==> src/rtl/k007232_cmd_seq.sv <==
// Host-side command sequencer for the 007232 register port: expands one channel
// command into an ordered register write burst, skipping writes that match shadows.
module k007232_cmd_seq #(
    parameter int STB_LEN = 2,
    parameter bit SKIP_EN = 1'b1
) (
    input  logic        i_EMUCLK,
    input  logic        i_RST_n,
    input  logic        i_CEN,
    input  logic        i_CMD_VALID,
    output logic        o_CMD_READY,
    input  logic        i_CMD_CH,
    input  logic [16:0] i_CMD_ADDR,
    input  logic [11:0] i_CMD_PRE,
    input  logic [1:0]  i_CMD_MODE,
    input  logic        i_CMD_LOOP,
    input  logic [3:0]  i_CMD_VOL,
    input  logic        i_CMD_NOTRIG,
    output logic        o_DACS_n,
    output logic [3:0]  o_AB,
    output logic [7:0]  o_DB,
    output logic        o_BUSY,
    output logic        o_DONE
);

    typedef enum logic [2:0] {S_IDLE, S_SCAN, S_SETUP, S_STROBE, S_HOLD} state_t;

    state_t      state_q;
    logic [3:0]  idx_q, cnt_q;
    logic        dacs_q, ready_q, busy_q, done_q;
    logic [3:0]  ab_q;
    logic [7:0]  db_q;

    // command latched at accept
    logic        ch_q, loop_q, notrig_q;
    logic [16:0] addr_q;
    logic [11:0] pre_q;
    logic [1:0]  mode_q;
    logic [3:0]  vol_q;

    // slots 0-4: ch A regs 0,1,2,3,5; 5-9: ch B regs 6,7,8,9,B; 10: regC; 11: regD
    logic [7:0]  sh_q [0:11];
    logic [11:0] shv_q;
    logic [1:0]  lp_q, lpv_q, vlv_q;
    logic [3:0]  vl_q [0:1];

    logic        loop_a, loop_b, skip_d;
    logic [3:0]  vol_a, vol_b, off_d, base_d, slot_d, ab_d;
    logic [7:0]  db_d;

    always_comb begin
        loop_a = ch_q ? (lp_q[0] & lpv_q[0]) : loop_q;
        loop_b = ch_q ? loop_q : (lp_q[1] & lpv_q[1]);
        vol_a  = ch_q ? (vlv_q[0] ? vl_q[0] : 4'h0) : vol_q;
        vol_b  = ch_q ? vol_q : (vlv_q[1] ? vl_q[1] : 4'h0);
        off_d  = ch_q ? 4'd6 : 4'd0;
        base_d = ch_q ? 4'd5 : 4'd0;
        slot_d = base_d + {1'b0, idx_q[2:0]};
        ab_d   = off_d + 4'd4;
        db_d   = 8'h00;
        case (idx_q[2:0])
            3'd0: begin ab_d = off_d;         db_d = {2'b00, mode_q, pre_q[11:8]}; end
            3'd1: begin ab_d = off_d + 4'd1;  db_d = pre_q[7:0];                   end
            3'd2: begin ab_d = off_d + 4'd2;  db_d = addr_q[15:8];                 end
            3'd3: begin ab_d = off_d + 4'd3;  db_d = addr_q[7:0];                  end
            3'd4: begin ab_d = off_d + 4'd5;  db_d = {7'b0, addr_q[16]};           end
            3'd5: begin ab_d = 4'hC; db_d = {6'b0, loop_b, loop_a}; slot_d = 4'd10; end
            3'd6: begin ab_d = 4'hD; db_d = {vol_a, vol_b};         slot_d = 4'd11; end
            default: slot_d = 4'd0;
        endcase
        if (idx_q[2:0] == 3'd7)
            skip_d = notrig_q;
        else
            skip_d = SKIP_EN && shv_q[slot_d] && (sh_q[slot_d] == db_d);
    end

    always_ff @(posedge i_EMUCLK) begin
        if (!i_RST_n) begin
            state_q <= S_IDLE;
            idx_q   <= 4'd0;
            cnt_q   <= 4'd0;
            dacs_q  <= 1'b1;
            ab_q    <= 4'd0;
            db_q    <= 8'd0;
            ready_q <= 1'b1;
            busy_q  <= 1'b0;
            done_q  <= 1'b0;
            shv_q   <= '0;
            lpv_q   <= '0;
            vlv_q   <= '0;
        end else begin
            done_q <= 1'b0;
            case (state_q)
                S_IDLE: if (i_CMD_VALID) begin
                    ch_q     <= i_CMD_CH;
                    addr_q   <= i_CMD_ADDR;
                    pre_q    <= i_CMD_PRE;
                    mode_q   <= i_CMD_MODE;
                    loop_q   <= i_CMD_LOOP;
                    vol_q    <= i_CMD_VOL;
                    notrig_q <= i_CMD_NOTRIG;
                    idx_q    <= 4'd0;
                    ready_q  <= 1'b0;
                    busy_q   <= 1'b1;
                    state_q  <= S_SCAN;
                end
                S_SCAN: begin
                    if (idx_q[3]) begin
                        ready_q <= 1'b1;
                        busy_q  <= 1'b0;
                        done_q  <= 1'b1;
                        state_q <= S_IDLE;
                    end else if (skip_d) begin
                        // a skip-equal on regC/regD still confirms this channel's loop/vol
                        if (idx_q[2:0] == 3'd5) begin
                            lp_q[ch_q]  <= loop_q;
                            lpv_q[ch_q] <= 1'b1;
                        end
                        if (idx_q[2:0] == 3'd6) begin
                            vl_q[ch_q]  <= vol_q;
                            vlv_q[ch_q] <= 1'b1;
                        end
                        idx_q <= idx_q + 4'd1;
                    end else begin
                        ab_q    <= ab_d;
                        db_q    <= db_d;
                        state_q <= S_SETUP;
                    end
                end
                S_SETUP: if (i_CEN) begin
                    dacs_q  <= 1'b0;
                    cnt_q   <= 4'd0;
                    state_q <= S_STROBE;
                end
                S_STROBE: if (i_CEN) begin
                    if (cnt_q == 4'(STB_LEN - 1)) begin
                        dacs_q  <= 1'b1;
                        state_q <= S_HOLD;
                    end else begin
                        cnt_q <= cnt_q + 4'd1;
                    end
                end
                S_HOLD: if (i_CEN) begin
                    if (idx_q[2:0] != 3'd7) begin
                        sh_q[slot_d]  <= db_q;
                        shv_q[slot_d] <= 1'b1;
                    end
                    if (idx_q[2:0] == 3'd5) begin
                        lp_q[ch_q]  <= loop_q;
                        lpv_q[ch_q] <= 1'b1;
                    end
                    if (idx_q[2:0] == 3'd6) begin
                        vl_q[ch_q]  <= vol_q;
                        vlv_q[ch_q] <= 1'b1;
                    end
                    idx_q   <= idx_q + 4'd1;
                    state_q <= S_SCAN;
                end
                default: state_q <= S_IDLE;
            endcase
        end
    end

    assign o_CMD_READY = ready_q;
    assign o_DACS_n    = dacs_q;
    assign o_AB        = ab_q;
    assign o_DB        = db_q;
    assign o_BUSY      = busy_q;
    assign o_DONE      = done_q;

endmodule

==> config.mk <==
export PLATFORM = sky130hd
export DESIGN_NAME = k007232_cmd_seq
export DESIGN_NICKNAME = d
export VERILOG_FILES = /design/src/rtl/k007232_cmd_seq.sv
export SDC_FILE = /design/constraint.sdc
export NUM_CORES = 1
export LEC_CHECK = 0
export ABC_AREA = 1
export CORE_UTILIZATION = 40
export DETAILED_ROUTE_END_ITERATION = 12
export PLACE_DENSITY_LB_ADDON = 0.3
export SLEW_MARGIN = 10
export SYNTH_ARGS = -nofsm -noshare
export SYNTH_HDL_FRONTEND = slang
export SYNTH_SLANG_ARGS = --single-unit
==> constraint.sdc <==
create_clock -name i_EMUCLK -period 6.2 [get_ports i_EMUCLK]
set_clock_uncertainty 0.05 [all_clocks]
set_input_delay 1.86 -clock i_EMUCLK [delete_from_list [all_inputs] [get_ports i_EMUCLK]]
set_output_delay 1.86 -clock i_EMUCLK [all_outputs]
set_load 0.03 [all_outputs]
; Yosys cells after proc, flatten, opt, wreduce, memory -nomap -nowiden
; Memory sizes are Yosys's and may differ from the RTL's.
; Cells that the tools add are included.
[totals]
regBits = 83
memories = 2
output_inout_bits = 16
ramBits = 104
wordCells = 167
[memory_table]
columns = name, words, word_bits, read_ports, rd_clocked_by_memory_dff, write_ports, line_no
row1 = sh_q, 12, 8, 1, 0, 1, 42  ; logic [7:0] sh_q [0:11];
row2 = vl_q, 2, 4, 2, 0, 1, 45  ; logic [3:0] vl_q [0:1];
[op_classes]
eq_ne = 24
mux = 78
n_reduce_logical = 22
order_cmp = 4
addsub = 8
n_bitwise = 8
[op_table]
columns = cell, n
row1 = 8-bit one-hot mux with 7 select lines, 1
row2 = 4-bit two-way mux, 12
row3 = 1-bit two-way mux, 29
row4 = 4-bit one-hot mux with 7 select lines, 1
row5 = 3-bit two-way mux, 9
row6 = 2-bit two-way mux, 12
row7 = 4-bit one-hot mux with 3 select lines, 2
row8 = "2-bit != test, second input constant", 9
row9 = "3-bit equality test, second input constant", 5
row10 = 3-bit one-hot mux with 5 select lines, 1
row11 = 3-bit AND reduction, 5
row12 = "3-bit by 2-bit equality test with 1-bit output, second input constant", 4
row13 = 12-bit OR, 1
row14 = 2-bit one-hot mux with 2 select lines, 3
row15 = 4-bit AND reduction, 3
row16 = 5-bit AND reduction, 2
row17 = "3-bit by 2-bit adder with 4-bit output, second input constant", 2
row18 = "3-bit by 3-bit adder with 4-bit output, second input constant", 2
row19 = "4-bit by 1-bit adder with 4-bit output, second input constant", 2
row20 = 8-bit equality test, 1
row21 = 4-bit one-hot mux with 2 select lines, 1
row22 = "3-bit by 1-bit equality test with 1-bit output, second input constant", 2
row23 = 3-bit zero test, 2
row24 = "3-bit != test, second input constant", 2
row25 = 22 further kinds, 31

; Longest topological paths before layout
[logic_depth]
depth_word = 13
ltp_mapped = 24
depth_no_buf = 23

; Worst setup path before layout
; OpenSTA, ideal clock, no wires.
[synth_path]
path_kind = input-to-reg
from = input port i_RST_n
to = register addr_q[0], enable pin
t_required_ns = 5.716
arrival_ns = 3.999
path_slack_ns = 1.717
stages = 4
setup_ns = 0.434
cell_sequence = buf_2 buf_1 nand2_1 nor2_1
[synth_between]
elab_chain_cells = 1
[synth_rtl]
columns = element, line_no
row1 = start: declaration, 8  ; input logic i_RST_n,
row2 = 3-bit AND reduction (no line), n/a
row3 = end signal: assignment, 96  ; addr_q <= i_CMD_ADDR;
row4 = end: declaration, 36  ; logic [16:0] addr_q;
; No other way between the ends.
; A chain may end at the register's enable or synchronous reset.

; Worst setup path in the final report
[layout_path]
from = input port i_RST_n
to = memory sh_q[11][6], enable pin
[layout_between]
elab_chain_cells = 2
[layout_rtl]
columns = element, line_no
row1 = 1-bit two-way mux, 78  ; if (!i_RST_n) begin
row2 = 1-bit two-way mux (not written as such), 145  ; sh_q[slot_d] <= db_q;
row3 = end: declaration, 42
; No other way between the ends.

==> reports/metrics.cfg <==
[global_route]
grt_pass1_wl_um = 31400
grt_max_degree = 52
first_global_vias = 5852
gr-usage-all-layers_pct = 19.3
grt-ovfl-total = 0
antenna_found_initial = 0

[floorplan]
die_h_um = 147
core-area_mm2 = 0.0204
io_pins = 58
dieArea_mm2 = 0.0215
initial_core_util_pct = 41.2
rows = 52
die_width_um = 147

[setup_path]
worst_setup_path_start_kind = input port
cp_slowest_cell = nor2_1
cp_data_arrival_time_ns = 4.31
cp_data_required_time_ns = 6.22
cp-end-kind = register
crit_type = input port to register
max_stage_delay_ns = 0.64
critPathBufInv = 3
crit_fanout = 28
crit_chain = clkdlybuf4s50_1 -> buf_4 -> inv_2 -> nor3_1 -> nand3_1 -> nor2_1
crit_family = simple AND/OR/NAND/NOR gates

[clock_tree]
post_cts_buffers = 0
clk-insertion-delay-late_ns = 0.44
htreeDepth = 4
clock_path_buffers = 2
cts_resized = 0
path_clk_slew_ns = 0.07
cts_tree = done
cts_root_buf = clkbuf_16
postCtsHoldBufs = 0
cts_buffers = 17
cts_num_sinks = 187

[power]
pwr-share-seq_pct = 38.0
power.internal_uw = 2490
cellLeakagePower_uw = 0.00388
p_comb_share_pct = 36.6
p_sw_share_pct = 39.0
power.switching_uw = 1590
clkPwrFrac_pct = 25.4
ir_drop_mv = 0.283
powerDensity_mw_per_mm2 = 419

[timing]
layout_min_cycle_time_ns = 4.29
tns_ns = 0
finalMaxSlewViolations = 0
hold_viol = 0
fmaxAchievable_mhz = 233
finalCritPeriodShare_pct = 69.2
rsz0062_at_grt = no
fin_ws_ns = 1.91
tightest_slew_ns = 1.01
setup_violations = 0
slew_headroom_pct = 32.3

[synthesis]
ys_ff_latch = 187
syn_inst = 880
yosysTopAreaCell = edfxtp_1
ys.flop_type = edfxtp_1
async_reset_ff_share_pct = 0
synth_fp_nets = 936
syn_avg_cell_area_um2 = 9.52
yosysWarnings = 0
ys_seq_area_share_pct = 61.9
synthesis.area_mm2 = 0.00838
post_synth_num_cell_types = 38
synthTopCellsByArea = edfxtp_1 52%, nand2_1 15%, dfxtp_1 10%, nand3_1 4.2%, inv_1 3.2%
synth-edff-count = 144
synth_top_area_share_pct = 51.6

[detailed_routing]
routed_wl_um = 19800
drt-wirelength-per-cell_um = 16.2
vias_per_cell = 5.02
num_vias = 6121
drtIter0Drc = 483
drtPass1Iterations = 6
ant_nets = 0
remaining_drc_errors = 0

[finish]
final_common_cell = nand2_1
area_delta_synth_final_pct = 16.1
drive_above_1_share_pct = 7.68
final_cells = 1220
antennaDiodeCount = 0
fillerInstances = 1915
layout_common_cells = 325 x nand2_1, 144 x edfxtp_1, 72 x inv_1
nets = 993
seq_area_mm2 = 0.00518
multi_input_area_mm2 = 0.00272
final_area_mm2 = 0.00973

[placed_design]
port_buffers = 57
dp_slack_ns = 1.49
placed_cell_area_mm2 = 0.00918
dp.cells = 1188
place_hpwl_um = 13700
place.gp.congestion = 0.851

[status]
status = finished, final reports clean

[run]
drv_cap = 0

[worst_hold_path]
hold_path_class = register to register

==> Yosys cell counts, drive strengths merged, types with 2 or more instances <==
| cell type | instances |
|---|---|
| a21oi | 40 |
| buf | 25 |
| clkbuf | 5 |
| dfxtp | 43 |
| edfxtp | 144 |
| ha | 13 |
| inv | 77 |
| nand2 | 334 |
| nand3 | 74 |
| nand4 | 10 |
| nor2 | 57 |
| nor3 | 10 |
| o211ai | 2 |
| o21ai | 26 |
| o21bai | 2 |
| o22ai | 7 |
| or2 | 2 |
==> worst min-delay path: cells and delay by family, from the launching register on <==
kind | cells | cell delay (ns)
AO/OA/AOI/OAI | 1 | 0.05
flip-flops | 1 | 0.31
AND/OR/NAND/NOR | 1 | 0.05
==> registers in the layout (all words and copies together), names as in the netlist, 2 cells and up <==
register and cells:
cnt_q 4, pre_q 12, vl_q 8, lpv_q 2, sh_q 96, o_AB 4
lp_q 2, state_q 3, vlv_q 2, idx_q 4, o_DB 8, mode_q 2
addr_q 17, vol_q 4, shv_q 12
==> metrics by stage <==
step | util, % | power [µW] | hold slack [ns]
finish | 47.8 | 4080 | 0.404
global route | 47.8 | 4350 | 0.433
floorplan | - | 2660 | 0.370
CTS | 47.8 | 4100 | 0.406
global placement | 45.1 | 3050 | 0.389
detailed placement | 45.1 | 3060 | 0.396
==> worst paths after layout <==
path / startpoint / end / slack [ns] / cells after the start
setup reg to reg: ch_q / vl_q[0][2] / 1.95 / 17
hold / removal: lpv_q[1] / lpv_q[1] / 0.40 / 2
hold reg to reg: lpv_q[1] / lpv_q[1] / 0.40 / 2
setup / recovery: i_RST_n / sh_q[11][6] / 1.91 / 6
==> area by class of cell <==
type | count | area share, %
multi-input cells | 586 | 27.9
inverters | 77 | 2.97
well taps | 270 | 3.47
clock inverters | 11 | 1.14
clock buffers | 21 | 4.53
flip-flops and latches | 187 | 53.3
repair buffers | 68 | 6.71
==> power by group through the flow <==
| stage | Combinational (µW) | Sequential (µW) | Clock, µW |
|---|---|---|---|
| 2_1_floorplan | 1050 | 1610 | 0 |
| 3_3_place_gp | 1480 | 1580 | 0 |
| 3_5_place_dp | 1480 | 1580 | 0 |
| 4_1_cts | 1490 | 1550 | 1060 |
| 5_1_grt | 1690 | 1560 | 1100 |
| 6_report | 1490 | 1550 | 1040 |
==> cell families after synthesis <==
family	Yosys count	share of synthesized area, %
compound gates	82	5.81
fa+ha+maj	14	2.18
buf+inv	107	5.84
flops	187	61.9
simple gates	488	24.1
xor+xnor	2	0.209
==> per-layer routing <==
| metal | vias to the layer above | track usage (%) | part of all wire [%] |
|---|---|---|---|
| met4 | 0 | 7.71 | 2.5 |
| met5 | - | 0 | 0 |
| met1 | 2854 | 26.6 | 46 |
| met3 | 35 | 3.79 | 6.0 |
| li1 | 3035 | - | - |
| met2 | 197 | 30.1 | 46 |
(Power assumes the default switching activity.)
